`config.mk`:
```
export PLATFORM = sky130hd
export DESIGN_NAME = data_mem_v2
export DESIGN_NICKNAME = d
export VERILOG_FILES = /design/src/rtl/data_mem_pkg.sv /design/src/rtl/data_mem_clear_fsm.sv /design/src/rtl/data_mem_v2.sv
export SDC_FILE = /design/constraint.sdc
export NUM_CORES = 2
export LEC_CHECK = 0
export CAP_MARGIN = 15
export CORE_MARGIN = 4
export CORE_UTILIZATION = 35
export CTS_CLUSTER_DIAMETER = 30
export DETAILED_ROUTE_END_ITERATION = 6
export PLACE_DENSITY_LB_ADDON = 0.3
export SYNTH_ARGS = -nofsm -noshare
export SYNTH_HDL_FRONTEND = slang
export SYNTH_SLANG_ARGS = --single-unit
```
`constraint.sdc`:
```
create_clock -name clk -period 14.1 [get_ports clk]
set_input_delay 1.41 -clock clk [delete_from_list [all_inputs] [get_ports clk]]
set_output_delay 1.41 -clock clk [all_outputs]
set_load 0.02 [all_outputs]
```
`src/rtl/data_mem_pkg.sv`:
```
// Shared types and constants for the data_mem_v2 memory block and its clear sequencer.
package data_mem_pkg;

    typedef enum logic {
        CLEAR = 1'b0,
        READY = 1'b1
    } state_t;

    localparam int READ_FIRST  = 0;
    localparam int WRITE_FIRST = 1;

    // Clear pointer width: enough bits to address DEPTH words, never less than one.
    function automatic int ptr_width(input int depth);
        return (depth > 1) ? $clog2(depth) : 1;
    endfunction

endpackage

```
`src/rtl/data_mem_clear_fsm.sv`:
```
// Two-state clear sequencer: sweeps word addresses 0..DEPTH-1 after reset or on request.
module data_mem_clear_fsm
    import data_mem_pkg::*;
#(
    parameter int DEPTH = 256,
    parameter int PTR_W = ptr_width(DEPTH)
) (
    input  logic             i_clk,
    input  logic             i_rst_n,
    input  logic             i_clear_req,
    output logic             o_sweep_we,
    output logic [PTR_W-1:0] o_sweep_addr,
    output logic             o_busy
);

    localparam logic [PTR_W-1:0] LAST = PTR_W'(DEPTH - 1);

    state_t           r_state;
    state_t           w_state_nxt;
    logic [PTR_W-1:0] r_clr_ptr;
    logic [PTR_W-1:0] w_clr_ptr_nxt;

    // NOTE: sequential state uses non-blocking assignments so every register samples pre-edge values.
    always_ff @(negedge i_clk) begin
        if (!i_rst_n) begin
            r_state   <= CLEAR;
            r_clr_ptr <= '0;
        end else begin
            r_state   <= w_state_nxt;
            r_clr_ptr <= w_clr_ptr_nxt;
        end
    end

    // NOTE: defaults first so every path assigns the next-state signals and no latch is inferred.
    always_comb begin
        w_state_nxt   = r_state;
        w_clr_ptr_nxt = r_clr_ptr;
        case (r_state)
            CLEAR: begin
                if (r_clr_ptr == LAST) begin
                    w_state_nxt = READY;
                end else begin
                    w_clr_ptr_nxt = r_clr_ptr + 1'b1;
                end
            end
            READY: begin
                if (i_clear_req) begin
                    w_state_nxt   = CLEAR;
                    w_clr_ptr_nxt = '0;
                end
            end
            default: begin
                w_state_nxt   = CLEAR;
                w_clr_ptr_nxt = '0;
            end
        endcase
    end

    assign o_busy       = (r_state == CLEAR);
    assign o_sweep_we   = (r_state == CLEAR);
    assign o_sweep_addr = r_clr_ptr;

endmodule

```
`src/rtl/data_mem_v2.sv`:
```
// Byte-maskable single-port data memory with registered read, range checking and a clear sweep.
module data_mem_v2
    import data_mem_pkg::*;
#(
    parameter int                DATA_W    = 8,
    parameter int                ADDR_W    = 8,
    parameter int                DEPTH     = 256,
    parameter int                READ_MODE = READ_FIRST,
    parameter logic [DATA_W-1:0] INIT_VAL  = '0
) (
    input  logic                clk,
    input  logic                rst_n,
    input  logic [ADDR_W-1:0]   address,
    input  logic                write_enable,
    input  logic [DATA_W/8-1:0] byte_en,
    input  logic [DATA_W-1:0]   data_input,
    input  logic                read_enable,
    output logic [DATA_W-1:0]   data_output,
    output logic                read_valid,
    input  logic                clear_req,
    output logic                busy,
    output logic                addr_err
);

    localparam int                NB    = DATA_W / 8;
    localparam int                PTR_W = ptr_width(DEPTH);
    localparam logic [ADDR_W:0]   LIMIT = (ADDR_W + 1)'(DEPTH);

    logic [DATA_W-1:0] r_mem [DEPTH];
    logic [DATA_W-1:0] r_data_output;
    logic              r_read_valid;
    logic              r_addr_err;

    logic              w_sweep_we;
    logic [PTR_W-1:0]  w_sweep_addr;
    logic              w_busy;
    logic              w_in_range;
    logic [PTR_W-1:0]  w_idx;
    logic              w_active;
    logic              w_wr;
    logic              w_rd;
    logic              w_rd_oor;
    logic              w_oor;
    logic [DATA_W-1:0] w_old;
    logic [DATA_W-1:0] w_merged;

    data_mem_clear_fsm #(
        .DEPTH (DEPTH),
        .PTR_W (PTR_W)
    ) u_clear_fsm (
        .i_clk        (clk),
        .i_rst_n      (rst_n),
        .i_clear_req  (clear_req),
        .o_sweep_we   (w_sweep_we),
        .o_sweep_addr (w_sweep_addr),
        .o_busy       (w_busy)
    );

    // User accesses are taken only in READY and are dropped on the edge that starts a sweep.
    assign w_in_range = {1'b0, address} < LIMIT;
    assign w_idx      = address[PTR_W-1:0];
    assign w_active   = rst_n && !w_busy && !clear_req;
    assign w_wr       = w_active && write_enable && w_in_range;
    assign w_rd       = w_active && read_enable && w_in_range;
    assign w_rd_oor   = w_active && read_enable && !w_in_range;
    assign w_oor      = w_active && (write_enable || read_enable) && !w_in_range;
    assign w_old      = r_mem[w_idx];

    always_comb begin
        w_merged = w_old;
        for (int i = 0; i < NB; i++) begin
            if (byte_en[i]) begin
                w_merged[8*i +: 8] = data_input[8*i +: 8];
            end
        end
    end

    // NOTE: the array has no reset; its contents are initialised only by the clear sweep.
    always_ff @(negedge clk) begin
        if (rst_n && w_sweep_we) begin
            r_mem[w_sweep_addr] <= INIT_VAL;
        end else if (w_wr) begin
            r_mem[w_idx] <= w_merged;
        end
    end

    always_ff @(negedge clk) begin
        if (!rst_n) begin
            r_data_output <= '0;
            r_read_valid  <= 1'b0;
            r_addr_err    <= 1'b0;
        end else begin
            r_read_valid <= w_rd || w_rd_oor;
            r_addr_err   <= w_oor;
            if (w_rd) begin
                r_data_output <= (READ_MODE == WRITE_FIRST && w_wr) ? w_merged : w_old;
            end else if (w_rd_oor) begin
                r_data_output <= '0;
            end
        end
    end

    assign data_output = r_data_output;
    assign read_valid  = r_read_valid;
    assign addr_err    = r_addr_err;
    assign busy        = w_busy;

endmodule

```
==> run_results.csv <==
group,metric,value,unit
worst_setup_path,cp_max_fo,88,
sta,max_slew_margin,16.0,%
clock_network,ctsHoldBuffers,0,
sta,setup-tns-final,0,ns
yosys,ys_seq_elements,2066,
yosys,synth_compound_area_share,3.56,%
outcome,status,"completed",
power,ir_drop,127,µV
clock_network,cts_tree,"done",
yosys,synth_top_family_by_area,"multiplexers",
clock_network,cts_resized,0,
worst_hold_path,hold_class,"reg -> reg",
floorplan,io_pins,33,
finish,drive_above_1_share,21.4,%
worst_setup_path,arrival,6.20,ns
routing,antenna_left,0,
yosys,synth_area_per_cell,20.5,µm²
floorplan,die_w,488,µm
floorplan,row_count,175,
routing,drc,0,
yosys,ys.flop_type,"edfxtp_1",
global_routing,grt_max_degree,173,
yosys,synth-simple-area-share,3.25,%
place,hpwl,146000,µm
finish,regArea,61900,µm²
clock_network,cts.sinks,2066,
clock_network,cts_setup_buffers,0,
flow_run,cap_violations,0,
yosys,async_flop_share,0,%
worst_setup_path,cp_cell_sequence,"buf_8, buf_12, buf_4, buf_4, mux4_2, a22oi_1, a21oi_1, o41ai_2, o311ai_1, nand3_1, nand2_4, buf_12",
worst_setup_path,start_kind,"input port",
floorplan,start_util,35.3,%
routing,dr.pass1.iters,7,
yosys,ys_types,74,
finish,postLayoutCellArea,108000,µm²
floorplan,die_y,488,µm
yosys,yosys.area.top_type,"edfxtp_1",
finish,syn2layout_area_growth,34.1,%
yosys,synthXorXnorAreaFrac,0.0544,%
floorplan,dieArea,238000,µm²
finish,finalNetCount,6443,
finish,fillers,19300,
routing,m1WireLength,94400,µm
global_routing,grt_pass1_vias,57500,
finish,final_cell_mix,"2125 x inv_1, 2048 x edfxtp_1, 446 x mux4_2, 446 x clkbuf_16, 303 x nor2_1",
yosys,seq_area_frac_synth,76.9,%
routing,drt_iter0_markers,5915,
worst_setup_path,critPathMaxStageDelay,0.64,ns
sta,drv_slew,0,
yosys,synth_area_leaders,"edfxtp_1 76%, mux4_2 12%, mux2i_1 1.6%",
clock_network,htreeDepth,5,
sta,rsz0062_at_grt,"no",
clock_network,clock_latency,0.99,ns
worst_setup_path,required,7.64,ns
place,port_buffers,31,
yosys,ys_warn_count,0,
yosys,syn_area,80500,µm²
sta,tightestPinTransition,1.23,ns
sta,finalSetupViolCount,0,
yosys,synth_mux_area_share,14.4,%
routing,viasPerCell,5.25,
routing,wirelength,249000,µm
global_routing,grt-ovfl-total,0,
power,leakage,43.9,nW
yosys,synth_top_area_share,76.4,%
sta,holdWs,0.613,ns
worst_setup_path,worstSetupEndpointType,"flop",
power,power_density,184,nW/µm²
clock_network,cts_root_buffer,"clkbuf_16",
clock_network,clock_path_buffers,4,
routing,met3_length,24700,µm
routing,met2WireLength,118000,µm
global_routing,antenna_found_initial,8,
sta,hold_viol,0,
place,gp_congestion,0.963,
finish,final_util,47.3,%
worst_setup_path,cpMaxStageDelayCell,"o41ai_2",
yosys,synth-edff-count,2048,
routing,dr.max_layer_used,"met5",
global_routing,grt_pass1_wl,359000,µm
clock_network,path_clk_slew,0.03,ns
worst_setup_path,path_class,"in -> reg",
global_routing,grt_use_total,20.8,%
clock_network,cts_buffers,440,
place,placed_area,85200,µm²
finish,multiInputGateArea,17300,µm²
yosys,synthAdderAreaFrac,0.0155,%
finish,final_common_cell,"inv_1",
yosys,synth_nets,3941,
routing,vias,51400,
floorplan,coreArea,228000,µm²
yosys,synthCells,3918,
sta,fin_skew,0.0905,ns
routing,wl_per_cell,25.4,µm
==> state kept, by name (all words and copies together) (netlist names) <==
name                      cells
u_clear_fsm.r_state           1
r_mem                      2048
data_output                   8
u_clear_fsm.o_sweep_addr      8
read_valid                    1
==> metrics by stage <==
stage | cells | setup slack, ns | power, mW
CTS | 9788 | 1.71 | 20.1
global placement | 6922 | 0.797 | 8.12
floorplan | 3918 | 0.0380 | 7.93
detailed placement | 6922 | 0.761 | 8.12
finish | 9792 | 1.44 | 19.9
global route | 9789 | 1.38 | 21.0
==> synth_stat cells (all sizes together), types with 4 or more instances <==
| cell | instances |
|---|---|
| a31oi | 9 |
| o211ai | 4 |
| nor2 | 305 |
| nand2b | 12 |
| a221oi | 10 |
| a21o | 4 |
| and2 | 5 |
| nor3 | 23 |
| a22oi | 134 |
| o41ai | 4 |
| inv | 8 |
| o221ai | 8 |
| mux2i | 130 |
| clkbuf | 103 |
| nand2 | 98 |
| and3 | 9 |
| dfxtp | 18 |
| edfxtp | 2048 |
| o21ai | 39 |
| nor2b | 17 |
| nor4 | 11 |
| o22ai | 64 |
| a22o | 6 |
| a2111oi | 7 |
| or3 | 10 |
| a221o | 7 |
| nand4 | 7 |
| a311oi | 5 |
| nand3 | 60 |
| buf | 136 |
| a211oi | 12 |
| or2 | 5 |
| mux4 | 446 |
| a21oi | 78 |
| mux2 | 22 |
| or4 | 5 |
| nand3b | 11 |
==> per-layer routing <==
layer,up-vias,global-route usage (%)
li1,21600,-
met1,26300,25.1
met2,2952,31.0
met3,584,8.05
met4,6,13.8
met5,-,0
==> logic make-up (layout without fill, tap and decap cells) <==
family | after synthesis | count (layout)
AO/OA/AOI/OAI | 413 | 413
XOR/XNOR | 5 | 5
adder cells (fa/ha/maj) | 1 | 1
buffers and inverters | 247 | 3108
flip-flops | 2066 | 2066
multiplexers | 598 | 598
other | 1 | 5
AND/OR/NAND/NOR | 587 | 587
==> worst max-delay path, delay by kind of cell <==
| kind | cells | cell delay (ns) |
|---|---|---|
| AO/OA/AOI/OAI | 4 | 1.72 |
| buffers and inverters | 5 | 1.72 |
| multiplexers | 1 | 0.53 |
| AND/OR/NAND/NOR | 2 | 0.64 |
==> area by class of cell <==
cell class	count	area share (%)
Antenna cell	4	0.00927
Timing Repair Buffer	234	2.11
Clock inverter	2421	10.7
Tap cell	3009	3.49
Multi-Input combinational cell	1605	16.0
Inverter	7	0.0243
Clock buffer	446	10.3
Sequential cell	2066	57.3
==> power by group <==
part	switching (mW)	internal [mW]
clock	4.93	7.74
combinational	0.312	0.169
sequential	0.00248	6.71
==> final timing paths <==
check | start | cells past startpoint | end | slack (ns)
worst min-delay path | u_clear_fsm.o_sweep_addr[2] | 2 | u_clear_fsm.o_sweep_addr[2] | 0.61
worst max-delay path | address[0] | 12 | r_mem[113][6] | 1.44
worst max register to register | r_mem[223][6] | 8 | r_mem[113][6] | 9.88
worst min register to register | u_clear_fsm.o_sweep_addr[2] | 2 | u_clear_fsm.o_sweep_addr[2] | 0.61
(Power assumes the default switching activity.)
==> patch: new RTL, same flow settings <==
Set the parameter `ADDR_W` to 9 (it was 8).
--- a/src/rtl/data_mem_v2.sv
+++ b/src/rtl/data_mem_v2.sv
@@ -3,7 +3,7 @@
     import data_mem_pkg::*;
 #(
     parameter int                DATA_W    = 8,
-    parameter int                ADDR_W    = 8,
+    parameter int                ADDR_W    = 9,
     parameter int                DEPTH     = 256,
     parameter int                READ_MODE = READ_FIRST,
     parameter logic [DATA_W-1:0] INIT_VAL  = '0
Ports: changed (resized address); port bits go from 33 to 34. No check against the original RTL was run, so the function may have changed too.
==> patch against the original RTL <==
  * Critical path depth fell by 2
  * Largest power group unchanged
  * Sequential cell count rose by 1
  * Total power fell by 1.1%
  * Routed wire length fell by 1.1%
  * First-iteration DRC count fell by 8.5%
  * Area after synthesis rose by 0.81%
  * Synthesized cell count rose by 1.6%
  * Final area barely moved
  * Global-route usage fell by 0.44 points
  * Core utilization fell by 0.47 points
  * Count of clock-buffer cells in the layout fell by 20
  * Clock skew rose by 0.0025 ns
  * Worst setup slack improved by 0.33 ns
==> patch: results (changes against the original RTL) <==
status complete, no violations; r2r setup slk 9.66 ns (-0.22 ns); final worst slack 1.77 ns (+0.333 ns); Post-Layout Cell Count 9811 (+0.19%); wire length on met2 120 mm (+1.4%); Inserted Clock Buffers 421 (-4.3%); share of cells above drive strength 1 20.5% (-0.93 points); first-pass GRT wire length 353 mm (-1.6%); r2r worst-path depth 5 (-3); GRT Util Overall 20.4% (-0.44 points); Synth Area in Compound Gates 3.41% (-0.15 points); initial antenna violation count 6 (-2); port bufs 33 (+6.5%); mux share of post-synthesis cell area 14.6% (+0.24 points); max_slew headroom 20.4% (+4.4 points); synth unique cells 76 (+2.7%); WL met1 95.3 mm (+0.92%); routability cong. 0.870 (-9.7%); DR iter-0 viols 5410 (-8.5%); vias in the first global route 57100 (-0.73%); largest net degree at the start of global routing 161 (-6.9%); worst hold start u_clear_fsm.r_state$_SDFF_NN0_; peak supply drop 0.121 mV (-4.9%); Post-Route Skew 0.0931 ns (+0.00255 ns); topmost layer with routed signal wires met4; largest cells by area after synthesis edfxtp_1, mux4_2, mux2i_1, nor2_1, a22oi_1; dpl ws 0.982 ns (+0.221 ns); XOR/XNOR Fraction of Synth Area 0.0324% (-0.022 points); Detail Placement HPWL 141 mm (-3.0%); Nets 6462 (+0.29%); P_leak 38.8 nW (-12%); Synth Area in Adders 0.0154% (-0.00012 points); worst-path fanout max 110 (+25%); clk_lat worst skew 0.96 ns (-0.03 ns); Synth top cells by count edfxtp_1, mux4_2, nor2_1
-- patch: cell count changes after synthesis, sizes merged, moves of 13 or more --
cell,change
nand2,+38
or2,+17
mux2i,+52
o31ai,+14
a22oi,-21
mux4,-14
nand2b,+13
o22ai,-13
nand3,-19
-- patch: cells by family after synthesis --
kind of cell,count (synthesis)
fa+ha+maj,1
buf+inv,248
xor+xnor,3
mux,635
compound gates,397
flops,2067
simple gates,631
-- patch: metrics by stage --
stage | utilization, % | instance area (µm²) | hold WS [ns] | power [mW] | TNS [ns]
after floorplan | - | 81200 | 0.485 | 7.91 | -443.21
after global placement | 37.1 | 85500 | 0.584 | 8.08 | 0
after detailed placement | 37.1 | 85500 | 0.590 | 8.08 | 0
after CTS | 46.8 | 108000 | 0.595 | 19.9 | 0
after global routing | 46.8 | 108000 | 0.590 | 20.7 | 0
final | 46.8 | 108000 | 0.590 | 19.6 | 0
-- patch: worst max-delay path by stage --
stage | start | end | cells past startpoint
CTS | address[0] | r_mem[203][4]$_DFFE_NP_ | 11
detailed placement | address[0] | r_mem[57][4]$_DFFE_NP_ | 11
floorplan | address[2] | r_mem[0][6]$_DFFE_NP_ | 11
global placement | address[0] | r_mem[57][4]$_DFFE_NP_ | 11
finish | address[0] | r_mem[201][0]$_DFFE_NP_ | 10
global route | address[0] | r_mem[201][0]$_DFFE_NP_ | 10
-- patch: area by class of cell --
class | count | area (µm²)
tap | 3026 | 3790
clock inverter | 2404 | 11700
timing repair buffer | 206 | 2160
fill | 19800 | 122000
antenna | 7 | 17.5
inverter | 8 | 32.5
clock buffer | 426 | 10700
multi-input combinational | 1667 | 17700
sequential | 2067 | 61900
-- patch: worst max-delay path: stages --
cell and delay [ns]:
buf_8 0.50, buf_4 0.41, mux4_2 0.54, a22o_1 0.28, a221oi_1 0.52, o22ai_1 0.35
o21ai_1 0.24, nand3_1 0.32, a31o_4 0.62, buf_12 0.35
-- patch: routing by layer --
metal | global-route usage, % | vias up
met5 | 0 | -
met4 | 12.8 | 0
met3 | 7.21 | 509
met2 | 31.1 | 2635
met1 | 24.7 | 26100
li1 | - | 21700
-- patch: report_power, final --
part	leakage (nW)	internal [mW]	switching, mW
logic	6.04	0.134	0.294
registers	14.5	6.71	0.00514
clock network	18.2	7.58	4.91
